`src/rtl/cm0_pkg.sv`:
```
// Shared definitions for the Cortex-M0 fetch path: request FSM encoding,
// Thumb-2 32-bit prefix constants and the halfword width.
package cm0_pkg;

  typedef enum logic [1:0] {
    IDLE = 2'd0,
    REQ  = 2'd1,
    WAIT = 2'd2
  } fetch_state_e;

  localparam int HW_W = 16;

  localparam logic [4:0] PFX32_A = 5'b11101;
  localparam logic [4:0] PFX32_B = 5'b11110;
  localparam logic [4:0] PFX32_C = 5'b11111;

  localparam logic [31:0] RESET_PC_DEFAULT = 32'h0000_0000;

  // A halfword with one of these top-five-bit patterns opens a 32-bit encoding.
  function automatic logic is_32bit_prefix(input logic [HW_W-1:0] hw);
    return (hw[HW_W-1 -: 5] == PFX32_A) ||
           (hw[HW_W-1 -: 5] == PFX32_B) ||
           (hw[HW_W-1 -: 5] == PFX32_C);
  endfunction

endpackage

```
`src/rtl/fetch_hw_queue.sv`:
```
// Circular halfword FIFO: up to two pushes and two pops per cycle,
// synchronous flush, occupancy count.
module fetch_hw_queue
  import cm0_pkg::*;
#(
  parameter int QDEPTH = 4
) (
  input  logic                      clk,
  input  logic                      rst,
  input  logic                      flush,
  input  logic [1:0]                push_n,
  input  logic [HW_W-1:0]           push_data0,
  input  logic [HW_W-1:0]           push_data1,
  input  logic [1:0]                pop_n,
  output logic [HW_W-1:0]           head0,
  output logic [HW_W-1:0]           head1,
  output logic [$clog2(QDEPTH):0]   count
);

  localparam int PW = $clog2(QDEPTH);
  localparam int CW = PW + 1;

  logic [PW-1:0]   wr_ptr_reg;
  logic [PW-1:0]   rd_ptr_reg;
  logic [PW-1:0]   wr_ptr_inc;
  logic [PW-1:0]   rd_ptr_inc;
  logic [CW-1:0]   count_reg;
  logic [HW_W-1:0] slots [QDEPTH];

  assign wr_ptr_inc = wr_ptr_reg + PW'(1);
  assign rd_ptr_inc = rd_ptr_reg + PW'(1);

  // Each slot owns its storage; a two-entry push lands in wr_ptr and wr_ptr+1.
  for (genvar gi = 0; gi < QDEPTH; gi++) begin : g_slot
    logic [HW_W-1:0] slot_reg;
    logic            wr0;
    logic            wr1;

    assign wr0 = (push_n != 2'd0) && (wr_ptr_reg == PW'(gi));
    assign wr1 = (push_n == 2'd2) && (wr_ptr_inc == PW'(gi));

    always_ff @(posedge clk) begin
      if (wr0) begin
        slot_reg <= push_data0;
      end else if (wr1) begin
        slot_reg <= push_data1;
      end
    end

    assign slots[gi] = slot_reg;
  end

  always_ff @(posedge clk or negedge rst) begin
    if (!rst) begin
      wr_ptr_reg <= '0;
      rd_ptr_reg <= '0;
      count_reg  <= '0;
    end else if (flush) begin
      wr_ptr_reg <= '0;
      rd_ptr_reg <= '0;
      count_reg  <= '0;
    end else begin
      wr_ptr_reg <= wr_ptr_reg + PW'(push_n);
      rd_ptr_reg <= rd_ptr_reg + PW'(pop_n);
      count_reg  <= count_reg + CW'(push_n) - CW'(pop_n);
    end
  end

  assign head0 = slots[rd_ptr_reg];
  assign head1 = slots[rd_ptr_inc];
  assign count = count_reg;

endmodule

```
`src/rtl/fetch_unit.sv`:
```
// Cortex-M0 instruction fetch stage: word reads into a halfword queue, one
// instruction presented to the decoder. Macro FETCH_BL32_EN pairs 32-bit forms.
module fetch_unit
  import cm0_pkg::*;
#(
  parameter logic [31:0] RESET_PC = RESET_PC_DEFAULT,
  parameter int          QDEPTH   = 4
) (
  input  logic        clk,
  input  logic        rst,
  input  logic        branch,
  input  logic [31:0] branch_target,
  input  logic        instr_ack,
  output logic        imem_req,
  output logic [31:0] imem_addr,
  input  logic        imem_gnt,
  input  logic        imem_rvalid,
  input  logic [31:0] imem_rdata,
  output logic        instr_valid,
  output logic [31:0] instr,
  output logic        instr_is32,
  output logic [31:0] instr_pc
);

  localparam int CW = $clog2(QDEPTH) + 1;

  fetch_state_e    state_reg;
  fetch_state_e    state_next;
  logic [31:0]     addr_reg;
  logic [31:0]     pc_reg;
  logic            skip_low_reg;
  logic            outstanding_reg;
  logic            drop_reg;

  logic [CW-1:0]   count;
  logic [CW-1:0]   free_slots;
  logic [HW_W-1:0] head0;
  logic [HW_W-1:0] head1;
  logic [1:0]      push_n;
  logic [1:0]      pop_n;
  logic [HW_W-1:0] push_data0;
  logic [HW_W-1:0] push_data1;
  logic            granted;
  logic            resp_live;
  logic            accept;
  logic            head_is32;
  logic            pop;
  logic            stale_pending;

  assign granted       = (state_reg == REQ) && imem_gnt;
  // Responses only count while a read is genuinely in flight (covers reset release).
  assign resp_live     = imem_rvalid && outstanding_reg;
  assign accept        = resp_live && !drop_reg && !branch;
  assign free_slots    = CW'(QDEPTH) - count;
  assign stale_pending = granted || (outstanding_reg && !imem_rvalid);

  always_comb begin
    push_n     = 2'd0;
    push_data0 = imem_rdata[15:0];
    push_data1 = imem_rdata[31:16];
    if (accept) begin
      if (skip_low_reg) begin
        push_n     = 2'd1;
        push_data0 = imem_rdata[31:16];
      end else begin
        push_n = 2'd2;
      end
    end
  end

`ifdef FETCH_BL32_EN
  assign head_is32 = is_32bit_prefix(head0);
`else
  assign head_is32 = 1'b0;
`endif

  assign instr_valid = head_is32 ? (count >= CW'(2)) : (count != '0);
  assign instr_is32  = instr_valid && head_is32;
  assign instr       = instr_valid ? {(head_is32 ? head1 : HW_W'(0)), head0} : 32'h0;
  assign pop         = instr_ack && instr_valid && !branch;
  assign pop_n       = pop ? (head_is32 ? 2'd2 : 2'd1) : 2'd0;

  fetch_hw_queue #(
    .QDEPTH(QDEPTH)
  ) u_queue (
    .clk       (clk),
    .rst       (rst),
    .flush     (branch),
    .push_n    (push_n),
    .push_data0(push_data0),
    .push_data1(push_data1),
    .pop_n     (pop_n),
    .head0     (head0),
    .head1     (head1),
    .count     (count)
  );

  always_comb begin
    state_next = state_reg;
    imem_req   = (state_reg == REQ);
    case (state_reg)
      // A new read waits for any discarded read to drain so only one is ever in flight.
      IDLE: if (!branch && !outstanding_reg && free_slots >= CW'(2)) state_next = REQ;
      REQ: begin
        if (branch) begin
          state_next = IDLE;
        end else if (imem_gnt) begin
          state_next = WAIT;
        end
      end
      WAIT: if (branch || imem_rvalid) state_next = IDLE;
      default: state_next = IDLE;
    endcase
  end

  always_ff @(posedge clk or negedge rst) begin
    if (!rst) begin
      state_reg       <= IDLE;
      addr_reg        <= RESET_PC & 32'hFFFF_FFFC;
      pc_reg          <= RESET_PC & 32'hFFFF_FFFE;
      skip_low_reg    <= RESET_PC[1];
      outstanding_reg <= 1'b0;
      drop_reg        <= 1'b0;
    end else begin
      state_reg <= state_next;
      if (branch) begin
        // A grant taken in the branch cycle still produces a response that must be dropped.
        addr_reg        <= branch_target & 32'hFFFF_FFFC;
        pc_reg          <= branch_target & 32'hFFFF_FFFE;
        skip_low_reg    <= branch_target[1];
        outstanding_reg <= stale_pending;
        drop_reg        <= stale_pending;
      end else begin
        if (granted) begin
          addr_reg        <= addr_reg + 32'd4;
          outstanding_reg <= 1'b1;
        end else if (resp_live) begin
          outstanding_reg <= 1'b0;
          drop_reg        <= 1'b0;
        end
        if (accept) begin
          skip_low_reg <= 1'b0;
        end
        if (pop) begin
          pc_reg <= pc_reg + (head_is32 ? 32'd4 : 32'd2);
        end
      end
    end
  end

  assign imem_addr = addr_reg;
  assign instr_pc  = pc_reg;

endmodule
```
`config.mk`:
```
export PLATFORM = sky130hd
export DESIGN_NAME = fetch_unit
export DESIGN_NICKNAME = d
export VERILOG_FILES = /design/src/rtl/cm0_pkg.sv /design/src/rtl/fetch_hw_queue.sv /design/src/rtl/fetch_unit.sv
export SDC_FILE = /design/constraint.sdc
export NUM_CORES = 1
export LEC_CHECK = 0
export CAP_MARGIN = 20
export CORE_ASPECT_RATIO = 0.75
export CORE_MARGIN = 2
export CORE_UTILIZATION = 51
export DETAILED_ROUTE_END_ITERATION = 16
export GPL_ROUTABILITY_DRIVEN = 1
export PLACE_DENSITY = 0.81
export SYNTH_ARGS = -nofsm -noshare
export SYNTH_HDL_FRONTEND = slang
export SYNTH_SLANG_ARGS = --single-unit
```
`constraint.sdc`:
```
create_clock -name clk -period 6.61 [get_ports clk]
set_clock_uncertainty 0.05 [all_clocks]
set_input_delay 1.322 -clock clk [delete_from_list [all_inputs] [get_ports clk]]
set_output_delay 1.322 -clock clk [all_outputs]
set_load 0.1 [all_outputs]
```
After elaboration in Yosys (flattened, before gate mapping) --
Cells that the tools add are included.
Storage, ports and cells: register bits after elaboration 140, input port bits 70
Cells by class: equality and inequality tests 13, order comparisons 2, bitwise logic cells 1, reductions and logical operators 39, add/sub/neg operators 8, muxes and demuxes 36
Operator list (count):
- 2-to-1 mux 16 bit | 13
- 2-to-1 mux 32 bit | 4
- adder 32 x 2 -> 32 bit (second input constant) | 1
- adder 32 x 3 -> 32 bit (second input constant) | 1
- binary-select mux 16 bit (select 2 bit) | 1
- nonzero test 2 bit | 9
- logical AND 1 bit | 17
- 2-to-1 mux 2 bit | 8
- == test 2 bit (second input constant) | 6
- 2-to-1 mux 1 bit | 8
- == test 2 x 1 -> 1 bit (second input constant) | 3
- zero test 2 bit | 3
- != test 2 bit (second input constant) | 3
- case mux 2 bit (3 select lines) | 1
- nonzero test 3 bit | 2
- zero test 1 bit | 4
- adder 3 x 2 -> 3 bit | 1
- >= comparator 3 x 2 -> 1 bit (second input constant) | 1
- >= comparator 3 bit (second input constant) | 1
- 2-to-1 mux 3 bit | 1
- != test 3 x 2 -> 1 bit (second input constant) | 1
- NOT 2 -> 3 bit | 1
- AND reduction 3 bit | 1
- subtractor 3 x 1 -> 3 bit | 1
- 6 further kinds | 7

Logic depth before layout (Yosys ltp) --
depth in word-level cells 8, gate-level depth with buffers 12, gate-level depth less buffers 12

Cells and area by module --
Synthesis repeated with hierarchy kept, for this count alone.
Unflattened totals: cells, all modules 718, area, all modules 8436.8 µm²
Modules (own cells, without submodules):
- fetch_unit | times used 1, area an instance 4501.8 µm², cells an instance 499
- fetch_hw_queue | times used 1, area an instance 3935.0 µm², cells an instance 219

Least setup slack after synthesis --
OpenSTA, ideal clock, no wires.
kind flip-flop to output port, start point register u_queue.count_reg[0], in the netlist u_queue.count[0], end point output port instr[10], cell stages (with the launch flop) 7, buffers on the path 1, arrival 2.738 ns, setup slack 2.500 ns, cells stage by stage dfrtp_1 > inv_1 > ha_1 > ha_1 > inv_1 > clkbuf_1 > and2_1
On the way: longest elaborated chain between the ends 2
RTL lines:
- start: declaration | RTL line fetch_hw_queue.sv:27 | logic [CW-1:0] count_reg;
- start signal: assignment | RTL line fetch_hw_queue.sv:65 | count_reg <= count_reg + CW'(push_n) - CW'(pop_n);
- nonzero test 3 bit | RTL line fetch_unit.sv:77 | assign instr_valid = head_is32 ? (count >= CW'(2)) : (count != '0);
- named net instr_valid | RTL line fetch_unit.sv:19 | output logic instr_valid,
- 2-to-1 mux 16 bit | RTL line fetch_unit.sv:79 | assign instr = instr_valid ? {(head_is32 ? head1 : HW_W'(0)), head0} : 32'h0;
- end: declaration | RTL line fetch_unit.sv:20 | output logic [31:0] instr,
The timed path passes the listed nets, and every way through them passes these cells.

Final worst setup path --
start point register u_queue.count_reg[1], in the netlist u_queue.count[1], end point output port instr[11]
On the way: longest elaborated chain between the ends 2
RTL lines (RTL line):
- nonzero test 3 bit | fetch_unit.sv:77
- 2-to-1 mux 16 bit | fetch_unit.sv:79
Every way passes these cells.

==> metrics.md <==
| Metric | Value |
|---|---|
| CTS clk-pin slew, worst paths | around 0.060 ns |
| Layout cells sized above 1 | roughly 18% |
| Setup Fix Bufs, Post-CTS | 0 |
| CTS tree | built |
| H-tree levels | 4 |
| Crit path required time | 5.24 ns |
| Post-Route Setup TNS | 0 ns |
| Clock Tree Root | clkbuf_16 |
| Worst path top cell family by delay | buffers and inverters |
| Global placement routability congestion | about 0.86 |
| Std cell rows | 38 |
| Synth cell types | 58 |
| Max FO, Critical Path | 17 |
| Critical path type | flop to output pin |
| Full die area | 15950 µm² |
| DRC viols | 0 |
| Final hold viol count | 0 |
| Worst VDD drop | approximately 0.00019 V |
| Global Route Usage Sum | 25.86% |
| Sink Count | approximately 140 |
| Main synth FF type | dfrtp_1 |
| Pre-antenna DRT Iters | 7 |
| Count of pins over their slew limit | 0 |
| Number of global-route vias before repair | roughly 6000 |
| Core Area | approximately 15000 µm² |
| Sequential Power Share | 31.5% |
| Nets | between 800 and 900 |
| Initial core utilization | 52.39% |
| Clk pwr share | between 30% and 40% |
| Die X | ~150 µm |
| Hold/Removal Path Class | flop to flop |
| Critical Path Sink | instr[11] |
| WHS | between 0.4 and 0.5 ns |
| Via density per instance | a little under 6 |
| Comb power frac | 37.4% |
| Cell-internal power | roughly 2000 µW |
| Synth Area per Inst | ~12 µm² |
| Reg2reg start | drop_reg |
| Power Density | roughly 340 nW/µm² |
| Max FFs per register | 64 |
| Chip height | 109.9 µm |
| # setup viols final | 0 |
| Worst Path Buf+Inv | 3 |
| Remaining global-route overflow | 0 |
| Reg2Reg Setup Slack | ~3.8 ns |
| Netlist Area Pre-Place | around 7600 µm² |
| RR Endpoint | u_queue.g_slot[1].slot_reg[15] |
| Critical Path Source Type | flop |
| # port buffers | roughly 150 |
| Post-detail-place hpwl | 13.64 mm |
| Crit-path cells | inv_1, ha_1, ha_1, inv_1, and2_1, clkdlybuf4s50_1 |
| Relative slew slack | between 20 and 30% |
| First-pass GRT wire length | ~32 mm |
| Setup crit start | u_queue.count[1] |
| P_leak | about 0.0035 µW |
| Worst path arrival time | roughly 3.1 ns |
| Reg2Reg Depth | 4 |
| Initial antenna violation count | 0 |
| Number of synthesized flops with an enable pin | 64 |
| FFs w/ async S/R, synth | a little over half |
| Post_cts resized | 0 |
| Hold Crit Depth | 1 |
| Worst-Skew Late Latency | around 0.43 ns |
| Register area share after synthesis | about half |
| Largest net degree at the start of global routing | 83 |
| Fmax | approximately 220 MHz |
| Max cap viols | 0 |
| Fin crit share | about two thirds |
| Worst slew pin tran | 1.053 ns |
| I/O pins | 169 |
| Design area | 9839 µm² |
| Status | complete, no violations |
| Antenna cells | 0 |
| DRT iter0 DRCs | 447 |
| WP depth | 6 |
| Vias | between 5000 and 6000 |
| Synth Instances | 656 |
| Core Util, Final | around 68% |
| Synth Register Bits | about 140 |
| RSZ-0062 raised after global routing | no |
| Area after DPL | slightly above 9000 µm² |
| Yosys warning count | 0 |
| NetSw | 1372 µW |
| Crit path max-delay cell type | clkdlybuf4s50_1 |
| TritonCTS Buffers | 17 |
| Max clock buf depth | 2 |
| Antenna-violating nets left | 0 |
| CTS hold repair buffers | 0 |
| Final worst path period need | roughly 4.5 ns |
| Net Sw Frac | about two fifths |
| Detailed Route WL | between 15 and 20 mm |
| CP Capture Type | output pin |
| Routed len/inst | ~20 µm |
| Syn-to-layout area delta | 29.09% |
| Max incr delay on CP | 1.13 ns |
## cell usage after synthesis (all sizes together), types with 13 or more instances
cell	n	area share (%)
inv	18	0.89
mux2	76	11
dfrtp	73	24
clkbuf	26	1.3
nor4	15	1.2
or4	23	2.3
mux4	16	4.7
nand4	15	1.2
nor3	14	1.1
buf	31	2.7
a21oi	13	0.85
o31ai	20	2.0
a31oi	28	2.3
nand3	24	1.6
edfxtp	64	25
xnor2	18	2.1
nand2	26	1.3
and2	18	1.5
nor2	39	2.0
## power groups by stage
stage          clock (µW)  combinational [µW]  sequential, µW
5_1_grt              1100                1310            1070
2_1_floorplan           0                 653            1360
3_5_place_dp            0                1240            1080
6_report             1050                1260            1060
4_1_cts              1060                1250            1060
3_3_place_gp            0                1230            1070
## cell families (layout without fill, tap and decap cells)
kind of cell / Yosys count / after routing / share of synthesized area (%)
compound gates: 93 / 93 / 8.076
xor+xnor: 23 / 23 / 2.643
buf+inv: 75 / 204 / 4.908
fa+ha+maj: 11 / 11 / 1.904
other cells: 1 / 20 / 0.04920
flops: 137 / 137 / 49.18
simple gates: 221 / 221 / 16.89
mux: 95 / 95 / 16.35
## routing by layer
metal / share of wire (%) / wire (µm) / global-route usage [%]
met5: 0 / 0 / 0
met4: 1.8 / 355 / 9.664
met3: 7.8 / 1549 / 6.556
met2: 47 / 9405 / 41.56
met1: 43 / 8590 / 34.45
## worst min path at each step
stage	from	endpoint	slack, ns
2_1_floorplan	drop_reg	drop_reg	0.41
3_5_place_dp	drop_reg	drop_reg	0.47
5_1_grt	drop_reg	drop_reg	0.49
6_report	drop_reg	drop_reg	0.48
3_3_place_gp	drop_reg	drop_reg	0.43
4_1_cts	drop_reg	drop_reg	0.48
## cells in the final DEF (no fill, tap or decap), types with 9 or more instances in the layout
master | netlist | final
ha_1 | 10 | 10
o21ai_0 | 12 | 12
nand2_1 | 26 | 26
conb_1 | 1 | 20
xnor2_1 | 18 | 18
nand3_1 | 24 | 24
nor4_1 | 15 | 15
clkdlybuf4s50_1 | 0 | 146
and4_1 | 9 | 9
nand4_1 | 15 | 15
clkbuf_16 | 0 | 17
mux4_2 | 16 | 16
nor2_1 | 37 | 37
a21oi_1 | 13 | 13
or4_1 | 22 | 22
and2_1 | 18 | 18
dfrtp_1 | 73 | 73
nor3_1 | 13 | 13
a31oi_1 | 28 | 28
or3_1 | 9 | 9
mux2_2 | 76 | 76
edfxtp_1 | 64 | 64
o31ai_1 | 20 | 20
inv_1 | 18 | 17
## final cells by class
| type | count | area, µm² |
|---|---|---|
| repair buffers | 154 | 1546 |
| flip-flops and latches | 137 | 3749 |
| well taps | 200 | 250.2 |
| clock buffers | 20 | 456.7 |
| inverters | 18 | 67.56 |
| multi-input cells | 463 | 3575 |
| fillers | 1069 | 4710 |
| clock inverters | 12 | 195.2 |
## through the flow
stage                     setup slack [ns]  power [µW]  cells
after floorplan                      2.500        2009    675
after global placement               2.365        2297    970
after detailed placement             2.362        2321    970
after CTS                            1.896        3375   1002
after global routing                 2.009        3485   1004
final                                2.130        3367   1004
## worst register-to-register path: stages, from the launching register on
cell	delay, ns
dfrtp_1	0.38
nand3b_1	0.25
or3_1	0.51
nor3b_4	0.88
mux2_2	0.44
Power figures use the tool's default switching activity.
